$ cat src/rtl/vedic_pkg.sv
// Shared definitions for the Vedic multiplier datapath and the MAC accumulator
// built on top of it.
package vedic_pkg;

  localparam int OP_W   = 16;
  localparam int PROD_W = 32;

  typedef enum logic {
    OUT_EMPTY = 1'b0,
    OUT_FULL  = 1'b1
  } out_state_e;

endpackage : vedic_pkg

$ cat src/rtl/Vedic16x16_Top.sv
// Combinational 16x16 unsigned multiplier using the Urdhva-Tiryagbhyam
// (vertical and crosswise) split into four 8x8 partial products.
module Vedic16x16_Top (
  input  logic [15:0] a,
  input  logic [15:0] b,
  output logic [31:0] Q
);

  logic [15:0] ll_s;
  logic [15:0] lh_s;
  logic [15:0] hl_s;
  logic [15:0] hh_s;
  logic [16:0] mid_s;

  assign ll_s  = {8'd0, a[7:0]}  * {8'd0, b[7:0]};
  assign lh_s  = {8'd0, a[7:0]}  * {8'd0, b[15:8]};
  assign hl_s  = {8'd0, a[15:8]} * {8'd0, b[7:0]};
  assign hh_s  = {8'd0, a[15:8]} * {8'd0, b[15:8]};

  // Crosswise terms are summed once, then placed at the middle byte.
  assign mid_s = {1'b0, lh_s} + {1'b0, hl_s};
  assign Q     = {hh_s, ll_s} + {7'd0, mid_s, 8'd0};

endmodule : Vedic16x16_Top

$ cat src/rtl/vedic_mac_acc.sv
// Pipelined unsigned multiply-accumulate over in_last-delimited frames with a
// one-entry valid/ready result register and a single global advance enable.
module vedic_mac_acc
  import vedic_pkg::*;
#(
  parameter int ACC_W = 40,
  parameter int CNT_W = 8
) (
  input  logic             clk,
  input  logic             rst_n,
  input  logic             in_valid,
  output logic             in_ready,
  input  logic [OP_W-1:0]  in_a,
  input  logic [OP_W-1:0]  in_b,
  input  logic             in_last,
  output logic             out_valid,
  input  logic             out_ready,
  output logic [ACC_W-1:0] out_acc,
  output logic [CNT_W-1:0] out_count,
  output logic             out_ovf
);

  out_state_e          state_r;
  out_state_e          state_nxt_s;
  logic                en_s;
  logic                complete_s;

  logic [OP_W-1:0]     a_r;
  logic [OP_W-1:0]     b_r;
  logic                v1_r;
  logic                last1_r;

  logic [PROD_W-1:0]   q_s;
  logic [PROD_W-1:0]   p_r;
  logic                v2_r;
  logic                last2_r;

  logic [ACC_W-1:0]    acc_r;
  logic [CNT_W-1:0]    cnt_r;
  logic                ovf_r;
  logic [ACC_W:0]      sum_s;
  logic [CNT_W-1:0]    cnt_n_s;
  logic                ovf_n_s;

  // The whole pipeline advances together; a held result stalls everything.
  assign en_s       = (state_r == OUT_EMPTY) || out_ready;
  assign in_ready   = en_s;
  assign out_valid  = (state_r == OUT_FULL);
  assign complete_s = v2_r && last2_r && en_s;

  assign sum_s   = {1'b0, acc_r} + {{(ACC_W + 1 - PROD_W){1'b0}}, p_r};
  assign cnt_n_s = (cnt_r == {CNT_W{1'b1}}) ? cnt_r : (cnt_r + CNT_W'(1));
  assign ovf_n_s = ovf_r | sum_s[ACC_W];

  Vedic16x16_Top u_mul (
    .a (a_r),
    .b (b_r),
    .Q (q_s)
  );

  // Operand register stage.
  always_ff @(posedge clk or negedge rst_n) begin
    if (!rst_n) begin
      a_r     <= {OP_W{1'b0}};
      b_r     <= {OP_W{1'b0}};
      v1_r    <= 1'b0;
      last1_r <= 1'b0;
    end else if (en_s) begin
      if (in_valid) begin
        a_r     <= in_a;
        b_r     <= in_b;
        v1_r    <= 1'b1;
        last1_r <= in_last;
      end else begin
        v1_r    <= 1'b0;
        last1_r <= 1'b0;
      end
    end
  end

  // Product register stage.
  always_ff @(posedge clk or negedge rst_n) begin
    if (!rst_n) begin
      p_r     <= {PROD_W{1'b0}};
      v2_r    <= 1'b0;
      last2_r <= 1'b0;
    end else if (en_s) begin
      p_r     <= q_s;
      v2_r    <= v1_r;
      last2_r <= last1_r;
    end
  end

  // Running frame accumulator; cleared when a frame is handed to the output.
  always_ff @(posedge clk or negedge rst_n) begin
    if (!rst_n) begin
      acc_r <= {ACC_W{1'b0}};
      cnt_r <= {CNT_W{1'b0}};
      ovf_r <= 1'b0;
    end else if (v2_r && en_s) begin
      if (last2_r) begin
        acc_r <= {ACC_W{1'b0}};
        cnt_r <= {CNT_W{1'b0}};
        ovf_r <= 1'b0;
      end else begin
        acc_r <= sum_s[ACC_W-1:0];
        cnt_r <= cnt_n_s;
        ovf_r <= ovf_n_s;
      end
    end
  end

  // Result register, loaded only when a frame completes.
  always_ff @(posedge clk or negedge rst_n) begin
    if (!rst_n) begin
      out_acc   <= {ACC_W{1'b0}};
      out_count <= {CNT_W{1'b0}};
      out_ovf   <= 1'b0;
    end else if (complete_s) begin
      out_acc   <= sum_s[ACC_W-1:0];
      out_count <= cnt_n_s;
      out_ovf   <= ovf_n_s;
    end
  end

  // Output FSM state register.
  always_ff @(posedge clk or negedge rst_n) begin
    if (!rst_n) begin
      state_r <= OUT_EMPTY;
    end else begin
      state_r <= state_nxt_s;
    end
  end

  // Output FSM next state; a completion during a pop keeps the slot full.
  always_comb begin
    state_nxt_s = state_r;
    case (state_r)
      OUT_EMPTY: begin
        if (complete_s) begin
          state_nxt_s = OUT_FULL;
        end else begin
          state_nxt_s = OUT_EMPTY;
        end
      end
      OUT_FULL: begin
        if (out_ready && !complete_s) begin
          state_nxt_s = OUT_EMPTY;
        end else begin
          state_nxt_s = OUT_FULL;
        end
      end
      default: begin
        state_nxt_s = OUT_EMPTY;
      end
    endcase
  end

endmodule : vedic_mac_acc

$ cat config.mk
export PLATFORM = sky130hd
export DESIGN_NAME = vedic_mac_acc
export DESIGN_NICKNAME = d
export VERILOG_FILES = /design/src/rtl/vedic_pkg.sv /design/src/rtl/Vedic16x16_Top.sv /design/src/rtl/vedic_mac_acc.sv
export SDC_FILE = /design/constraint.sdc
export NUM_CORES = 1
export LEC_CHECK = 0
export CORE_ASPECT_RATIO = 1.4
export CORE_MARGIN = 8
export CORE_UTILIZATION = 55
export CTS_BUF_LIST = sky130_fd_sc_hd__clkbuf_8 sky130_fd_sc_hd__clkbuf_16
export DETAILED_ROUTE_END_ITERATION = 8
export PLACE_DENSITY_LB_ADDON = 0.12
export SYNTH_ARGS = -nofsm -noshare
export SYNTH_HDL_FRONTEND = slang
export SYNTH_SLANG_ARGS = --single-unit
$ cat constraint.sdc
create_clock -name clk -period 6.86 [get_ports clk]
set_clock_uncertainty 0.1 [all_clocks]
set_input_delay 0.686 -clock clk [delete_from_list [all_inputs] [get_ports clk]]
set_output_delay 0.686 -clock clk [all_outputs]
set_load 0.05 [all_outputs]
==> impl_metrics.py <==
metrics = {
    "run_status": {
        "status": "finished clean",
    },
    "cells_and_area": {
        "num-nets-final": 2483,
        "n_antenna_cell": 0,
        "final_cell_area_um2": 20500,
        "syn_to_final_growth_pct": 17.7,
        "drive_gt1_share_pct": 15.6,
    },
    "critical_path": {
        "arrival_ns": 7.08,
        "timing.rr.start": "b_r[2]",
        "cp_max_fo": 5,
        "crit_path_start_kind": "flop",
        "crit_path_frequent_cell": "fa_1",
        "cp_top_family": "adder cells",
        "cp_num_buf_inv": 6,
        "r2r_setup_slack_ns": 0.04,
        "slowest_delay_ns": 0.58,
        "critPathLaunch": "b_r[2]",
        "worstSetupEndpointType": "flop",
        "crit_required_ns": 7.13,
        "critPathKind": "reg -> reg",
        "worst_r2r_endpoint": "p_r[31]",
        "rr_worst_depth": 27,
        "worst_path_max_delay_cell": "fa_2",
    },
    "placed_design": {
        "port_buffers": 87,
        "post-dp-hpwl_um": 33100,
        "place_area_um2": 19500,
        "routabilityCongestion": 0.924,
    },
    "yosys": {
        "synthesis.nets": 2310,
        "async_reset_ff_share_pct": 100,
        "postSynthCellCount": 1915,
        "synth-xor-area-share_pct": 4.82,
        "synth_warnings": 0,
        "synth_top_area_share_pct": 24.0,
        "synthTopCellsByCount": "nand2_1 (268), inv_1 (263), ha_1 (187)",
        "synth_edf_count": 0,
        "yosysMostFrequentCell": "nand2_1",
        "synth_seq_cells": 167,
        "ys_seq_area_share_pct": 24.0,
        "netlist-cell-type-count": 65,
        "synth_top_family_by_area": "adder cells",
        "synthSimpleGateAreaFrac_pct": 16.0,
        "synth-main-ff-cell": "dfrtp_1",
        "yosys.area.top_type": "dfrtp_1",
        "synthAdderAreaFrac_pct": 33.1,
        "synth_compound_area_share_pct": 11.8,
        "synth_area_um2": 17400,
        "synth_area_leaders": "dfrtp_1 (24%), fa_1 (20%), ha_1 (13%)",
        "muxShareOfSynthArea_pct": 3.03,
        "syn-mean-instance-area_um2": 9.10,
    },
    "clocking": {
        "cts.sinks": 167,
        "cts.clk_slew.worst_paths_ns": 0.07,
        "cts_tree": "done",
        "cts_root_buffer": "clkbuf_16",
        "cts_buffers": 17,
        "htreeDepth": 4,
        "cts_max_path_buffers": 2,
        "clk_latency_ns": 0.45,
    },
    "global_route": {
        "grt_pass1_wl_um": 69700,
        "met2_usage_pct": 43.2,
        "grt-ovfl-total": 0,
        "grt_antenna_before_repair": 0,
        "grt_pass1_vias": 14239,
        "met3_usage_pct": 3.59,
        "busiest_layer": "met2",
        "grt_max_degree": 97,
        "grtUsageMet1_pct": 25.9,
        "grt_usage_pct": 22.8,
    },
    "floorplanning": {
        "core_region_area_um2": 31400,
        "rows": 77,
        "die_h_um": 227,
        "start_util_pct": 55.5,
        "dieArea_um2": 37700,
        "die_width_um": 166,
        "io_pins": 88,
    },
    "sta": {
        "clock.fmax_mhz": 147,
        "setup_violations": 0,
        "tightest_slew_ns": 0.991,
        "rsz0062_at_grt": "true",
        "final_max_slew_viol_count": 0,
        "hold_violations": 0,
        "min_period_ns": 6.82,
        "period_share_pct": 99.4,
        "slew_headroom_pct": 34.0,
    },
    "detailed_routing": {
        "firstDrtPassIters": 5,
        "num_vias": 13554,
        "drc": 0,
        "routed_wl_um": 41500,
        "wl_per_cell_um": 16.6,
        "ant_nets": 0,
        "vias_per_cell": 5.43,
        "drt_iter0_markers": 659,
    },
    "flow_run": {
        "drv_cap": 0,
    },
    "min_path": {
        "min_path_type": "in -> async",
    },
}
layout make-up:
cell class,count,area [um2]
sequential,167,4210
clock buffer,18,439
tap,395,494
fill,2658,10900
inverter,264,991
multi-input combinational,1411,12300
timing repair buffer,227,1960
clock inverter,14,136
worst reg2reg max path: cells and delay by family (launching register included):
family	cells	cell delay, ns
xor gates and xnor gates	1	0.13
AOI/OAI and AO/OA	7	1.00
and+or+nand+nor	5	0.97
adders and majority gates	8	3.59
DFF	1	0.47
buffers and inverters	6	0.47
cell usage in the layout, fill, tap and decap left out, types with 7 or more instances in the layout:
cell and instances:
nand2_1 264, inv_1 252, ha_1 177, fa_1 163
dfrtp_1 146, and2_1 137, buf_4 132, clkdlybuf4s50_1 86
o21ai_0 83, a21oi_1 75, nor2_1 68, xnor2_1 62
mux2_2 46, xor2_1 34, a21o_1 31, nand3_1 26
dfrtp_2 21, clkbuf_16 17, nor3_1 16, o31ai_1 16
a21oi_2 14, inv_2 12, o21a_1 12, o21ai_1 12
a22o_1 12, o21bai_1 11, and2_4 10, and3_1 10
nand4_1 10, a211oi_1 10, ha_4 10, nand2b_1 8
fa_2 8, buf_6 8, a31oi_1 7
kinds of logic (layout without fill, tap and decap cells):
group | Yosys count | in the layout
flops | 167 | 167
simple gates | 585 | 585
mux | 47 | 47
xor+xnor | 96 | 96
buf+inv | 337 | 523
compound gates | 325 | 325
fa+ha+maj | 358 | 358
registers in the layout, summed over array words and instances, names as in the netlist:
| name | count |
|---|---|
| out_count | 8 |
| acc_r | 40 |
| cnt_r | 8 |
| p_r | 32 |
| out_ovf | 1 |
| last1_r | 1 |
| out_valid | 1 |
| b_r | 16 |
| v2_r | 1 |
| v1_r | 1 |
| out_acc | 40 |
| last2_r | 1 |
| a_r | 16 |
| ovf_r | 1 |
repair_timing:
item	in CTS	in global routing
hold buffers	0	0
gates resized for setup	51	53
endpoints found under the setup margin	8	12
pin swaps	30	70
setup buffers	6	11
stage by stage:
step	util, %	TNS, ns	hold WS (ns)	setup WS (ns)	std cells
floorplan	-	0	0.290	0.00696	1915
global placement	62.0	-0.968	0.358	-0.187	2448
detailed placement	62.0	-1.37	0.366	-0.236	2448
CTS	64.4	0	0.262	0.00149	2486
global route	65.3	-1.38	0.317	-0.243	2496
finish	65.3	0	0.244	0.0432	2496
worst max-delay path by stage:
stage | end | slack [ns] | depth (start not counted)
CTS | p_r[25] | 0.001 | 24
global placement | p_r[26] | -0.19 | 25
detailed placement | p_r[26] | -0.24 | 25
finish | p_r[31] | 0.04 | 27
global route | p_r[26] | -0.24 | 31
floorplan | p_r[26] | 0.007 | 29
metal layers:
layer,share of wire (%),vias up,wire [um]
met1,41,6643,17100
met2,53,258,21900
li1,-,6579,-
met5,0,-,0
met3,3.4,74,1400
met4,2.8,0,1160
Power is left out: the tool's default activity adds up to more than one toggle a clock period on the data nets, which glitch-free logic cannot reach.
